<file path="config.mk">
export PLATFORM = sky130hd
export DESIGN_NAME = dmc_encode
export DESIGN_NICKNAME = d
export VERILOG_FILES = /design/src/rtl/dmc_pkg.sv /design/src/rtl/dmc_scrambler.sv /design/src/rtl/dmc_encode.sv
export SDC_FILE = /design/constraint.sdc
export NUM_CORES = 1
export LEC_CHECK = 0
export ABC_AREA = 1
export CAP_MARGIN = 20
export CORE_MARGIN = 1.5
export CORE_UTILIZATION = 50
export DETAILED_ROUTE_END_ITERATION = 8
export HOLD_SLACK_MARGIN = 0.06
export MAX_ROUTING_LAYER = met4
export PLACE_DENSITY = 0.77
export SLEW_MARGIN = 20
export SYNTH_ARGS = -nofsm -noshare
export SYNTH_HDL_FRONTEND = slang
export SYNTH_SLANG_ARGS = --single-unit
</file>
<file path="constraint.sdc">
create_clock -name clk_i -period 2.29 [get_ports clk_i]
set_clock_uncertainty 0.15 [all_clocks]
set_input_delay 0.458 -clock clk_i [delete_from_list [all_inputs] [get_ports clk_i]]
set_output_delay 0.458 -clock clk_i [all_outputs]
set_load 0.02 [all_outputs]
</file>
<file path="src/rtl/dmc_pkg.sv">
// Shared types and constants for the differential-Manchester line encoder.
// Holds the FSM state encoding, preamble default, half-bit floor and scrambler LFSR.
package dmc_pkg;

  typedef enum logic [1:0] {
    ST_IDLE = 2'd0,
    ST_PRE  = 2'd1,
    ST_DATA = 2'd2
  } dmc_state_e;

  localparam int DMC_PRE_UNITS = 3;
  localparam int HP_MIN        = 2;

  // Additive scrambler x^7 + x^6 + 1: key is the feedback bit of the current state.
  localparam int                LFSR_W    = 7;
  localparam logic [LFSR_W-1:0] LFSR_TAPS = 7'h60;
  localparam logic [LFSR_W-1:0] LFSR_SEED = 7'h7F;

  function automatic logic lfsr_key(input logic [LFSR_W-1:0] s);
    return ^(s & LFSR_TAPS);
  endfunction

  function automatic logic [LFSR_W-1:0] lfsr_step(input logic [LFSR_W-1:0] s);
    return {s[LFSR_W-2:0], lfsr_key(s)};
  endfunction

endpackage

</file>
<file path="src/rtl/dmc_scrambler.sv">
// Additive LFSR scrambler for the line encoder; used only with DMC_ENC_SCRAMBLE_EN.
// load reseeds so the beat carrying it is scrambled with the seed state itself.
module dmc_scrambler
  import dmc_pkg::*;
(
  input  logic clk,
  input  logic rst,
  input  logic load,
  input  logic advance,
  input  logic din,
  output logic dout
);

  logic [LFSR_W-1:0] lfsr;
  logic [LFSR_W-1:0] cur;

  assign cur  = load ? LFSR_SEED : lfsr;
  assign dout = din ^ lfsr_key(cur);

  always_ff @(posedge clk or posedge rst) begin
    if (rst)
      lfsr <= LFSR_SEED;
    else if (advance)
      lfsr <= lfsr_step(cur);
  end

endmodule

</file>
<file path="src/rtl/dmc_encode.sv">
// Differential-Manchester (biphase-mark) line encoder with sync preamble of two 1.5-bit runs.
// Optional build macro DMC_ENC_SCRAMBLE_EN inserts the additive LFSR scrambler ahead of encoding.
module dmc_encode
  import dmc_pkg::*;
#(
  parameter int HP_W      = 8,
  parameter int PRE_UNITS = DMC_PRE_UNITS
) (
  input  logic            clk_i,
  input  logic            reset,
  input  logic            enable,
  input  logic [HP_W-1:0] HALF_PERIOD,
  input  logic            s_valid,
  input  logic            s_data,
  input  logic            s_sync,
  output logic            s_ready,
  output logic            line_o,
  output logic            line_oe,
  output logic            busy_o,
  output logic            underrun_o
);

  localparam logic [HP_W-1:0] ONE      = HP_W'(1);
  localparam logic [1:0]      RUN_LOAD = 2'(PRE_UNITS - 1);

  dmc_state_e      state;
  logic [HP_W-1:0] hp;
  logic [HP_W-1:0] cnt;
  logic [1:0]      run;
  logic            second_run;
  logic            half;
  logic            bit_q;

  logic            accept;
  logic            enc_bit;
  logic [HP_W-1:0] hp_in;

  assign accept = s_valid && s_ready;
  assign hp_in  = (HALF_PERIOD < HP_W'(HP_MIN)) ? HP_W'(HP_MIN) : HALF_PERIOD;

`ifdef DMC_ENC_SCRAMBLE_EN
  dmc_scrambler u_scrambler (
    .clk     (clk_i),
    .rst     (reset),
    .load    (accept && s_sync),
    .advance (accept),
    .din     (s_data),
    .dout    (enc_bit)
  );
`else
  assign enc_bit = s_data;
`endif

  // s_ready is only ever high in IDLE or the last cycle of a bit, so an accepted
  // beat always starts a fresh bit or preamble regardless of the current state.
  always_ff @(posedge clk_i or posedge reset) begin
    if (reset) begin
      state      <= ST_IDLE;
      hp         <= '0;
      cnt        <= '0;
      run        <= '0;
      second_run <= 1'b0;
      half       <= 1'b0;
      bit_q      <= 1'b0;
      s_ready    <= 1'b0;
      line_o     <= 1'b0;
      line_oe    <= 1'b0;
      busy_o     <= 1'b0;
      underrun_o <= 1'b0;
    end else begin
      underrun_o <= 1'b0;
      if (accept) begin
        hp         <= hp_in;
        cnt        <= hp_in - ONE;
        bit_q      <= enc_bit;
        half       <= 1'b0;
        run        <= RUN_LOAD;
        second_run <= 1'b0;
        line_o     <= ~line_o;
        line_oe    <= 1'b1;
        busy_o     <= 1'b1;
        s_ready    <= 1'b0;
        state      <= s_sync ? ST_PRE : ST_DATA;
      end else begin
        case (state)
          ST_IDLE: s_ready <= enable;
          ST_PRE: begin
            if (cnt != '0) begin
              cnt <= cnt - ONE;
            end else if (run != 2'd0) begin
              run <= run - 2'd1;
              cnt <= hp - ONE;
            end else begin
              line_o <= ~line_o;
              cnt    <= hp - ONE;
              if (!second_run) begin
                second_run <= 1'b1;
                run        <= RUN_LOAD;
              end else begin
                half  <= 1'b0;
                state <= ST_DATA;
              end
            end
          end
          ST_DATA: begin
            if (cnt != '0) begin
              cnt <= cnt - ONE;
              if (half && cnt == ONE)
                s_ready <= enable;
            end else if (!half) begin
              half <= 1'b1;
              cnt  <= hp - ONE;
              if (bit_q)
                line_o <= ~line_o;
            end else begin
              // Bit boundary with no beat taken: stream ends, line level is held.
              state      <= ST_IDLE;
              s_ready    <= 1'b0;
              line_oe    <= 1'b0;
              busy_o     <= 1'b0;
              underrun_o <= enable;
            end
          end
          default: state <= ST_IDLE;
        endcase
      end
    end
  end

endmodule

</file>
Yosys cells after proc, flatten, opt, wreduce, memory -nomap -nowiden
Index checks and enable logic that the tools add are counted.
Storage, ports and cells
  flip-flop bits (word level): 27
  input bits: 14
  output and inout bits: 5
  word-level logic and storage cells: 100
Operators by class
  $add $sub $neg: 4
  $lt $le $gt $ge: 1
  eq/ne operators: 17
  multiplexer cells: 48
  bitwise gates (word level): 1
  reductions and logical operators: 18
Operator list (number)
  8-bit 2-to-1 mux: 5
  1-bit 2-to-1 mux: 26
  2-bit 2-to-1 mux: 12
  8-bit by 1-bit subtractor with 8-bit output, second input constant: 3
  3-bit != test, second input constant: 7
  8-bit one-hot mux with 2 select lines: 1
  4-bit != test, second input constant: 3
  3-bit AND reduction: 4
  6-bit AND reduction: 2
  8-bit by 1-bit == test with 1-bit output, second input constant: 1
  8-bit by 2-bit < comparator with 1-bit output, second input constant: 1
  2-bit nonzero test: 4
  8-bit nonzero test: 1
  2-bit != test, second input constant: 3
  1-bit one-hot mux with 2 select lines: 3
  2-bit one-hot mux with 3 select lines: 1
  3-bit nonzero test: 2
  5-bit AND reduction: 1
  3-bit by 1-bit != test with 1-bit output, second input constant: 1
  2-bit by 1-bit == test with 1-bit output, second input constant: 1
  2-bit == test, second input constant: 1
  1-bit logical AND: 2
  2-bit logical NOT: 1
  2-bit AND reduction: 1
  2 further kinds: 2

Logic depth before layout (Yosys ltp)
Gate-level depths: netlist of the first run.
  word-level depth: 6
  gate-level depth with buffers: 11
  gate-level depth less buffers: 11

Least setup slack after synthesis of the first run
OpenSTA, ideal clock, no wires.
  path kind: input to register
  start point: input HALF_PERIOD[3]
  end point: register cnt[6]
  setup time: 0.120 ns
  data arrival time: 1.563 ns
  required time: 2.020 ns
  path slack: 0.457 ns
  stages on the path: 11
  path buffers: 0
  cell sequence: nor2_1 nand2_1 nor2_1 nor2_1 inv_1 ha_1 nand3_1 o21ai_0 a21oi_1 nor2_1 a21oi_2
On the way
  cells in the longest elaborated chain, start to end: 4
Ends and longest elaborated chain
  start, declared: line dmc_encode.sv:12  | input logic [HP_W-1:0] HALF_PERIOD,
  8-bit by 2-bit < comparator with 1-bit output: line dmc_encode.sv:39  | assign hp_in = (HALF_PERIOD < HP_W'(HP_MIN)) ? HP_W'(HP_MIN) : HALF_PERIOD;
  8-bit 2-to-1 mux (*): line dmc_encode.sv:39
  8-bit by 1-bit subtractor with 8-bit output (*): line dmc_encode.sv:74  | cnt <= hp_in - ONE;
  8-bit 2-to-1 mux (*): line dmc_encode.sv:72  | if (accept) begin
  end signal, assigned: line dmc_encode.sv:74
  end signal, assigned: line dmc_encode.sv:89  | cnt <= cnt - ONE;
  end signal, assigned: line dmc_encode.sv:92  | cnt <= hp - ONE;
  end, declared: line dmc_encode.sv:28  | logic [HP_W-1:0] cnt;
Mark *: on every way between the ends. The rest lies on a longest branch, timed or not.
A chain may end at the register's enable or synchronous reset.

Final worst setup path of the first run
Ends and elaborated chain as after synthesis.

==> impl_metrics.tcl, run 1 <==
set metrics [dict create \
    clkTransAtPathRegs_ns 0.10 \
    wl_met3_um 98 \
    clock_path_buffers 2 \
    setup_violations 0 \
    dp_cells 338 \
    die_area_um2 4180 \
    ys_warn_count 0 \
    rr_worst_depth 9 \
    maxCapViolations 0 \
    cts_tree "yes" \
    end_kind "flip-flop" \
    hold-path-cell-count 2 \
    die-width_um 64.7 \
    max-slew-margin-rel_pct 76.4 \
    nets 316 \
    finalMaxSlewViolations 0 \
    syn-cell-area_um2 1900 \
    grt_pass1_vias 1696 \
    cts_resized 0 \
    post-dp-hpwl_um 3250 \
    ioPinCount 19 \
    fmax_ghz 0.486 \
    p_total_mw 0.827 \
    drc 0 \
    numPortBuffers 18 \
    grt_max_degree 28 \
    cts_setup_buffers 0 \
    top_layer "met4" \
    grt_usage_pct 22.8 \
    coreArea_um2 3660 \
    area_delta_synth_final_pct 18.6 \
    ys_seq_area_share_pct 35.5 \
    cts_made_buffers 3 \
    stdcell_count 342 \
    r2r_slack_ns 0.34 \
    cts.sinks 27 \
    clk-insertion-delay-late_ns 0.28 \
    hold_buffers 0 \
    wl_um 4280 \
    worstSetupPathType "in -> reg" \
    rsz0062_at_grt "false" \
    met1_length_um 1900 \
    hold_path_class "reg -> reg" \
    postRouteAntennaNets 0 \
    critPathArrivalTime_ns 2.09 \
    dr.first_iter.drc_count 87 \
    wl_per_cell_um 12.5 \
    syn-num-nets 285 \
    die_h_um 64.7 \
    ys_types 36 \
    overflow 0 \
    power-per-cell-area_nw_per_um2 367 \
    clockRootBuffer "clkbuf_8" \
    status "finished clean" \
    gp_congestion 0.883 \
    ctsHtreeMaxLevel 1 \
    seq_area_um2 676 \
    synth-seq-cells 27 \
    fp-row-count 22 \
    grt_pass1_wl_um 7220 \
    synth_area_per_cell_um2 7.20 \
    worst_setup_path_start_kind "input port" \
    vias 1788 \
    drive_gt1_share_pct 15.0 \
    worst_slew_pin_slew_ns 0.353 \
    multi_input_area_um2 1030 \
    initial_core_util_pct 51.9 \
    wl_met2_um 2190 \
    antenna_found_initial 0 \
    syn-instance-count 264 \
    p_leak_nw 1.12 \
    nFillCells 350 \
    fin_crit_sh_pct 89.9 \
    layout_min_cycle_time_ns 2.06 \
    ir_drop_v 0.000206 \
    diodes 0 \
    path_max_fanout 4 \
    dr.pass1.iters 4 \
    cp.required_ns 2.32 \
    hold_violations 0 \
    via_per_inst 5.23 \
]
## per-layer routing
layer	track usage (%)	up-vias
met5	-	-
met3	2.60	9
li1	-	916
met1	26.0	830
met2	41.1	33
met4	8.24	0
## registers in the layout, summed over array words and instances, names as in the netlist
register	cells
cnt	8
hp	8
run	2
state	2
bit_q	1
busy_o	1
half	1
line_o	1
s_ready	1
second_run	1
underrun_o	1
## final cells by class
class / instances / area share, %
clock buffers: 4 / 2.00
inverters: 40 / 6.66
multi-input cells: 190 / 45.7
flip-flops and latches: 27 / 30.0
well taps: 48 / 2.66
repair buffers: 33 / 13.0
## worst max-delay path: stages
cell and delay [ns]:
clkdlybuf4s50_1 0.45, nor2_1 0.15, nand2_1 0.08, nor2_1 0.14, nor2_1 0.07, inv_1 0.06, ha_1 0.18, nand3_1 0.11
o21ai_0 0.15, a21oi_1 0.05, nor2_1 0.13, a21oi_2 0.06
## cells in the final DEF, fill, tap and decap left out, types with 5 or more instances in the layout
cell type,netlist,layout
nand3_1,19,19
inv_1,35,35
nand2_1,50,50
nand4_1,7,7
o21ai_0,24,24
clkdlybuf4s50_1,0,18
ha_1,7,7
nor2_1,30,30
buf_4,2,15
inv_2,5,5
dfrtp_1,27,27
a21oi_2,5,5
a21oi_1,10,10
## synth_stat cells, drive strengths merged
cell	count	area, µm²
a21o	1	7.51
a21oi	15	93.8
a22oi	1	7.51
a31oi	4	25.0
buf	6	40.0
clkbuf	1	3.75
dfrtp	27	676
ha	7	87.6
inv	40	150
nand2	55	224
nand3	20	105
nand3b	2	15.0
nand4	7	43.8
nor2	35	163
nor3	4	30.0
nor4	1	6.26
o211ai	1	7.51
o21ai	28	144
o22ai	1	6.26
or2	2	12.5
xnor2	2	17.5
xor2	4	35.0
## cell families after synthesis
logic type | after synthesis | synth area share (%)
buffers and inverters | 47 | 10.2
DFF | 27 | 35.5
and+or+nand+nor | 126 | 31.5
AOI/OAI and AO/OA | 51 | 15.3
xor gates and xnor gates | 6 | 2.76
adders and majority gates | 7 | 4.61
## metrics by stage
step / utilization, % / hold WS (ns) / setup WS [ns] / setup TNS [ns] / cell area (µm²)
floorplan: - / 0.303 / 0.457 / 0 / 1900
global placement: 60.4 / 0.320 / -0.0193 / -0.0193 / 2210
detailed placement: 60.4 / 0.334 / -0.0786 / -0.0786 / 2210
CTS: 61.6 / 0.357 / 0.222 / 0 / 2250
global route: 61.6 / 0.389 / 0.0301 / 0 / 2250
finish: 61.6 / 0.355 / 0.231 / 0 / 2250
## final timing paths
kind / startpoint / end
worst max-delay path: HALF_PERIOD[3] / cnt[6]$_DFFE_PP0P_
worst min-delay path: run[0]$_DFFE_PP0P_ / run[0]$_DFFE_PP0P_
worst max register to register: cnt[0]$_DFFE_PP0P_ / cnt[3]$_DFFE_PP0P_
worst min register to register: run[0]$_DFFE_PP0P_ / run[0]$_DFFE_PP0P_
max in group asynchronous: reset / underrun_o$_DFF_PP0_
min in group asynchronous: reset / hp[2]$_DFFE_PP0P_
## power by group
part           internal [mW]  switching [mW]
logic                 0.0361          0.0313
registers              0.476               0
clock network          0.125           0.158
total                  0.638           0.189
Power figures use the tool's default switching activity.
==> run 2, diff against run 1 <==
--- a/config.mk
+++ b/config.mk
@@ -13,6 +13,7 @@
 export HOLD_SLACK_MARGIN = 0.06
 export MAX_ROUTING_LAYER = met4
 export PLACE_DENSITY = 0.77
+export REMOVE_ABC_BUFFERS = 1
 export SLEW_MARGIN = 20
 export SYNTH_ARGS = -nofsm -noshare
 export SYNTH_HDL_FRONTEND = slang
==> impl_metrics.tcl, run 2 (synthesis gave the netlist of run 1 again) <==
set metrics [dict create \
    crit_buf_inv 2 \
    coreArea_um2 3660 \
    worstSetupPathType "reg -> reg" \
    min_to "line_o$_DFFE_PP0P_" \
    max-slew-margin-rel_pct 75.2 \
    end_kind "flip-flop" \
    clkTransAtPathRegs_ns 0.11 \
    top_regs "cnt (8), hp (8)" \
    grt_usage_pct 22.7 \
    worst_slew_pin_slew_ns 0.371 \
    layout_common_cells "nand2_1, inv_1, nor2_1" \
    critPathArrivalTime_ns 2.11 \
    finalMaxSlewViolations 0 \
    path_cells "inv_1 -> ha_1 -> nand2_4 -> nor2_8 -> inv_2 -> o21ai_0 -> nor2_1 -> nor2_1 -> a21oi_2" \
    cts.sinks 27 \
    worst_setup_path_start_kind "flip-flop" \
    antenna_found_initial 0 \
    fin_area_um2 2240 \
    nFillCells 331 \
    ioPinCount 19 \
    fp-row-count 22 \
    fmax_ghz 0.480 \
    path_max_fanout 16 \
    fin_ws_ns 0.207 \
    grt_max_degree 28 \
    hold_path_class "reg -> reg" \
    clk-insertion-delay-late_ns 0.28 \
    post-dp-hpwl_um 3110 \
    grt_pass1_vias 1719 \
    maxCapViolations 0 \
    die_h_um 64.7 \
    cp.required_ns 2.32 \
    dr.pass1.iters 5 \
    die-width_um 64.7 \
    grt_pass1_wl_um 7290 \
    overflow 0 \
    gp_congestion 0.825 \
    r2r_slack_ns 0.21 \
    area_delta_synth_final_pct 18.1 \
    drive_gt1_share_pct 14.7 \
    cts_made_buffers 3 \
    p_leak_nw 1.11 \
    path_delay_family "simple AND/OR/NAND/NOR gates" \
    ir_drop_v 0.000351 \
    layout_min_cycle_time_ns 2.08 \
    hp-start "line_o$_DFFE_PP0P_" \
    ctsHtreeMaxLevel 1 \
    fin_crit_sh_pct 91.0 \
    clockRootBuffer "clkbuf_8" \
    wl_um 4000 \
    rr_worst_depth 9 \
    max_stage_delay_ns 0.42 \
    clock_path_buffers 2 \
    status "finished clean" \
    layout_commonest_cell "nand2_1" \
    rsz0062_at_grt "false" \
    wl_per_cell_um 11.8 \
    hold_violations 0 \
    diodes 0 \
    dr.first_iter.drc_count 79 \
    worst_path_most_repeated_cell "nor2_1" \
    crit-reg2reg-launch "cnt[0]$_DFFE_PP0P_" \
    via_per_inst 5.16 \
    cts_resized 0 \
    initial_core_util_pct 51.9 \
    numPortBuffers 18 \
    drc 0 \
    nets 314 \
    r2r_end "cnt[3]$_DFFE_PP0P_" \
    setup_violations 0 \
    dp_worst_setup_slack_ns -0.0700 \
    hold-path-cell-count 2 \
    hold_buffers 0 \
    placed_cell_area_um2 2190 \
    vias 1756 \
    cp_slowest_cell "dfrtp_1" \
    cts_tree "yes" \
    postRouteAntennaNets 0 \
    die_area_um2 4180 \
    power-per-cell-area_nw_per_um2 374 \
    finalSetupTns_ns 0 \
    p_total_mw 0.839 \
    cts_setup_buffers 0 \
]
==> run 2: cell types whose count changed in the layout (fill, tap and decap cells not counted), sizes merged <==
cell / previous run / this run
inv: 40 / 41
clkbuf: 4 / 3
buf: 15 / 13
==> run 2: stage by stage <==
stage / util, % / hold WS (ns) / instances
floorplan: - / 0.303 / 257
global placement: 59.9 / 0.320 / 336
detailed placement: 59.9 / 0.337 / 336
CTS: 61.3 / 0.364 / 340
global route: 61.3 / 0.396 / 340
finish: 61.3 / 0.356 / 340
==> run 2: worst max-delay path by stage <==
stage / start / to / cells after the start
after floorplan: s_ready$_DFFE_PP0P_ / cnt[5]$_DFFE_PP0P_ / 7
after global placement: HALF_PERIOD[3] / cnt[6]$_DFFE_PP0P_ / 12
after detailed placement: HALF_PERIOD[3] / cnt[6]$_DFFE_PP0P_ / 12
after CTS: HALF_PERIOD[3] / cnt[6]$_DFFE_PP0P_ / 12
after global routing: HALF_PERIOD[3] / cnt[6]$_DFFE_PP0P_ / 12
final: cnt[0]$_DFFE_PP0P_ / cnt[3]$_DFFE_PP0P_ / 9
==> run 2: final cells by class <==
cell class	instances	area, µm²	area share, %
multi-input combinational	190	1030	45.9
sequential	27	676	30.1
timing repair buffer	31	278	12.4
inverter	40	150	6.69
tap	48	60.1	2.68
clock buffer	3	41.3	1.84
clock inverter	1	8.76	0.390
==> run 2: metal layers <==
layer	track usage (%)	vias up	share of wire [%]
li1	-	913	-
met3	3.47	8	3.8
met1	28.4	798	47
met2	37.6	37	47
met5	-	-	0
met4	8.24	0	2.2
==> run 2: power breakdown <==
part	total (mW)	internal, mW	leakage (nW)	switching (mW)
clock	0.296	0.128	0.0261	0.168
sequential	0.476	0.476	0.305	0
combinational	0.0672	0.0361	0.781	0.0311
==> run 2: worst min-delay path, delay by kind of cell (launching register included) <==
family	cells	cell delay, ns
simple gates	2	0.10
flops	1	0.38
==> run 3, diff against run 2 <==
==> constraint.sdc (replaced) <==
create_clock -name clk_i -period 2.29 [get_ports clk_i]
set_clock_uncertainty 0.15 [all_clocks]
set_input_delay 0.458 -clock clk_i [delete_from_list [all_inputs] [get_ports clk_i]]
set_output_delay 0.458 -clock clk_i [all_outputs]
set_load 0.1 [all_outputs]
==> impl_metrics.tcl, run 3 (synthesis gave the netlist of run 1 again) <==
set metrics [dict create \
    status "finished clean" \
    stdcell_count 340 \
    ir_drop_v 0.000274 \
    maxCapViolations 0 \
    hold_buffers 0 \
    wl_um 4180 \
    layout_min_cycle_time_ns 2.07 \
    drc 0 \
    ioPinCount 19 \
    max_stage_delay_ns 0.42 \
    cts_made_buffers 3 \
    die_h_um 64.7 \
    fin_area_um2 2230 \
    via_per_inst 5.27 \
    ctsHtreeMaxLevel 1 \
    grt_pass1_wl_um 7580 \
    wl_per_cell_um 12.3 \
    clockRootBuffer "clkbuf_8" \
    crit_buf_inv 2 \
    overflow 0 \
    antenna_found_initial 0 \
    die_area_um2 4180 \
    dr.pass1.iters 4 \
    path_max_fanout 3 \
    finalMaxSlewViolations 0 \
    hold_violations 0 \
    coreArea_um2 3660 \
    fp-row-count 22 \
    postRouteAntennaNets 0 \
    path_delay_family "simple AND/OR/NAND/NOR gates" \
    layout_commonest_cell "nand2_1" \
    cts.sinks 27 \
    post-dp-hpwl_um 3240 \
    path_cells "clkdlybuf4s50_1 -> nor2_1 -> nand2_1 -> nor2_1 -> nor2_1 -> inv_1 -> ha_1 -> nand3_1 -> o21ai_0 -> a21oi_1 -> nor2_1 -> a21oi_2" \
    worst_path_most_repeated_cell "nor2_1" \
    cts_setup_buffers 0 \
    fmax_ghz 0.483 \
    worstSetupPathType "in -> reg" \
    fin_crit_sh_pct 90.4 \
    cts_tree "yes" \
    worst_setup_path_start_kind "input port" \
    worst_slew_pin_slew_ns 0.353 \
    fin_ws_ns 0.220 \
    diodes 0 \
    postLayoutCoreUtil_pct 60.9 \
    die-width_um 64.7 \
    clk-insertion-delay-late_ns 0.28 \
    drive_gt1_share_pct 16.4 \
    cp_slowest_cell "clkdlybuf4s50_1" \
    cp.required_ns 2.31 \
    end_kind "flip-flop" \
    max-slew-margin-rel_pct 76.4 \
    dp_worst_setup_slack_ns -0.0795 \
    nets 314 \
    grt_usage_pct 23.7 \
    top_regs "cnt (8), hp (8)" \
    grt_max_degree 28 \
    holdWs_ns 0.354 \
    dp_cells 336 \
    hold_path_class "reg -> reg" \
    rsz0062_at_grt "false" \
    setup_violations 0 \
    grt_pass1_vias 1796 \
    clock_path_buffers 2 \
    p_leak_nw 1.11 \
    vias 1793 \
    initial_core_util_pct 51.9 \
    gp_congestion 0.816 \
    dr.first_iter.drc_count 133 \
    power-per-cell-area_nw_per_um2 369 \
    numPortBuffers 18 \
    area_delta_synth_final_pct 17.4 \
    placed_cell_area_um2 2180 \
    critPathArrivalTime_ns 2.09 \
    cts_resized 0 \
    clkTransAtPathRegs_ns 0.09 \
    layout_common_cells "nand2_1, inv_1, nor2_1" \
]
## run 3: cell types whose count changed in the layout (fill, tap and decap cells not counted)
cell | previous run | this run
buf_4 | 13 | 18
clkdlybuf4s50_1 | 18 | 13
clkinvlp_4 | 0 | 1
inv_6 | 1 | 0
## run 3: worst paths after layout
| kind | startpoint | depth (start not counted) | endpoint | slack [ns] |
|---|---|---|---|---|
| setup / recovery | HALF_PERIOD[3] | 12 | cnt[6]$_DFFE_PP0P_ | 0.22 |
| min in group asynchronous | reset | 3 | hp[0]$_DFFE_PP0P_ | 0.38 |
| setup reg to reg | cnt[0]$_DFFE_PP0P_ | 9 | busy_o$_DFFE_PP0P_ | 0.26 |
| hold / removal | run[0]$_DFFE_PP0P_ | 2 | run[0]$_DFFE_PP0P_ | 0.35 |
| max in group asynchronous | reset | 3 | hp[6]$_DFFE_PP0P_ | 1.35 |
| hold reg to reg | run[0]$_DFFE_PP0P_ | 2 | run[0]$_DFFE_PP0P_ | 0.35 |
## run 3: stage by stage
stage          setup TNS, ns  total power, mW
5_1_grt                    0            0.858
2_1_floorplan          -5.24            0.510
4_1_cts                    0            0.833
3_3_place_gp       -0.000626            0.554
3_5_place_dp         -0.0795            0.555
6_report                   0            0.822
## run 3: routing by layer
layer	GRT usage, %	routed length, µm	vias to the layer above
met5	-	0	-
met4	8.24	64	0
met3	3.47	147	7
met2	42.2	2120	35
met1	27.3	1850	838
li1	-	-	913
## run 3: layout make-up
type,count,area [µm²]
sequential,27,676
clock inverter,1,7.51
clock buffer,3,41.3
fill,363,1430
timing repair buffer,31,265
inverter,40,150
tap,48,60.1
multi-input combinational,190,1030
## run 3: worst min-delay path, cell delays in order, from the launching register on
cell,delay [ns]
dfrtp_1,0.36
nand2_1,0.05
o21ai_0,0.07
## run 3: report_power, final
part | leakage [nW] | switching, mW | internal, mW
registers | 0.305 | 0 | 0.476
logic | 0.784 | 0.0317 | 0.0361
clock network | 0.0217 | 0.155 | 0.124
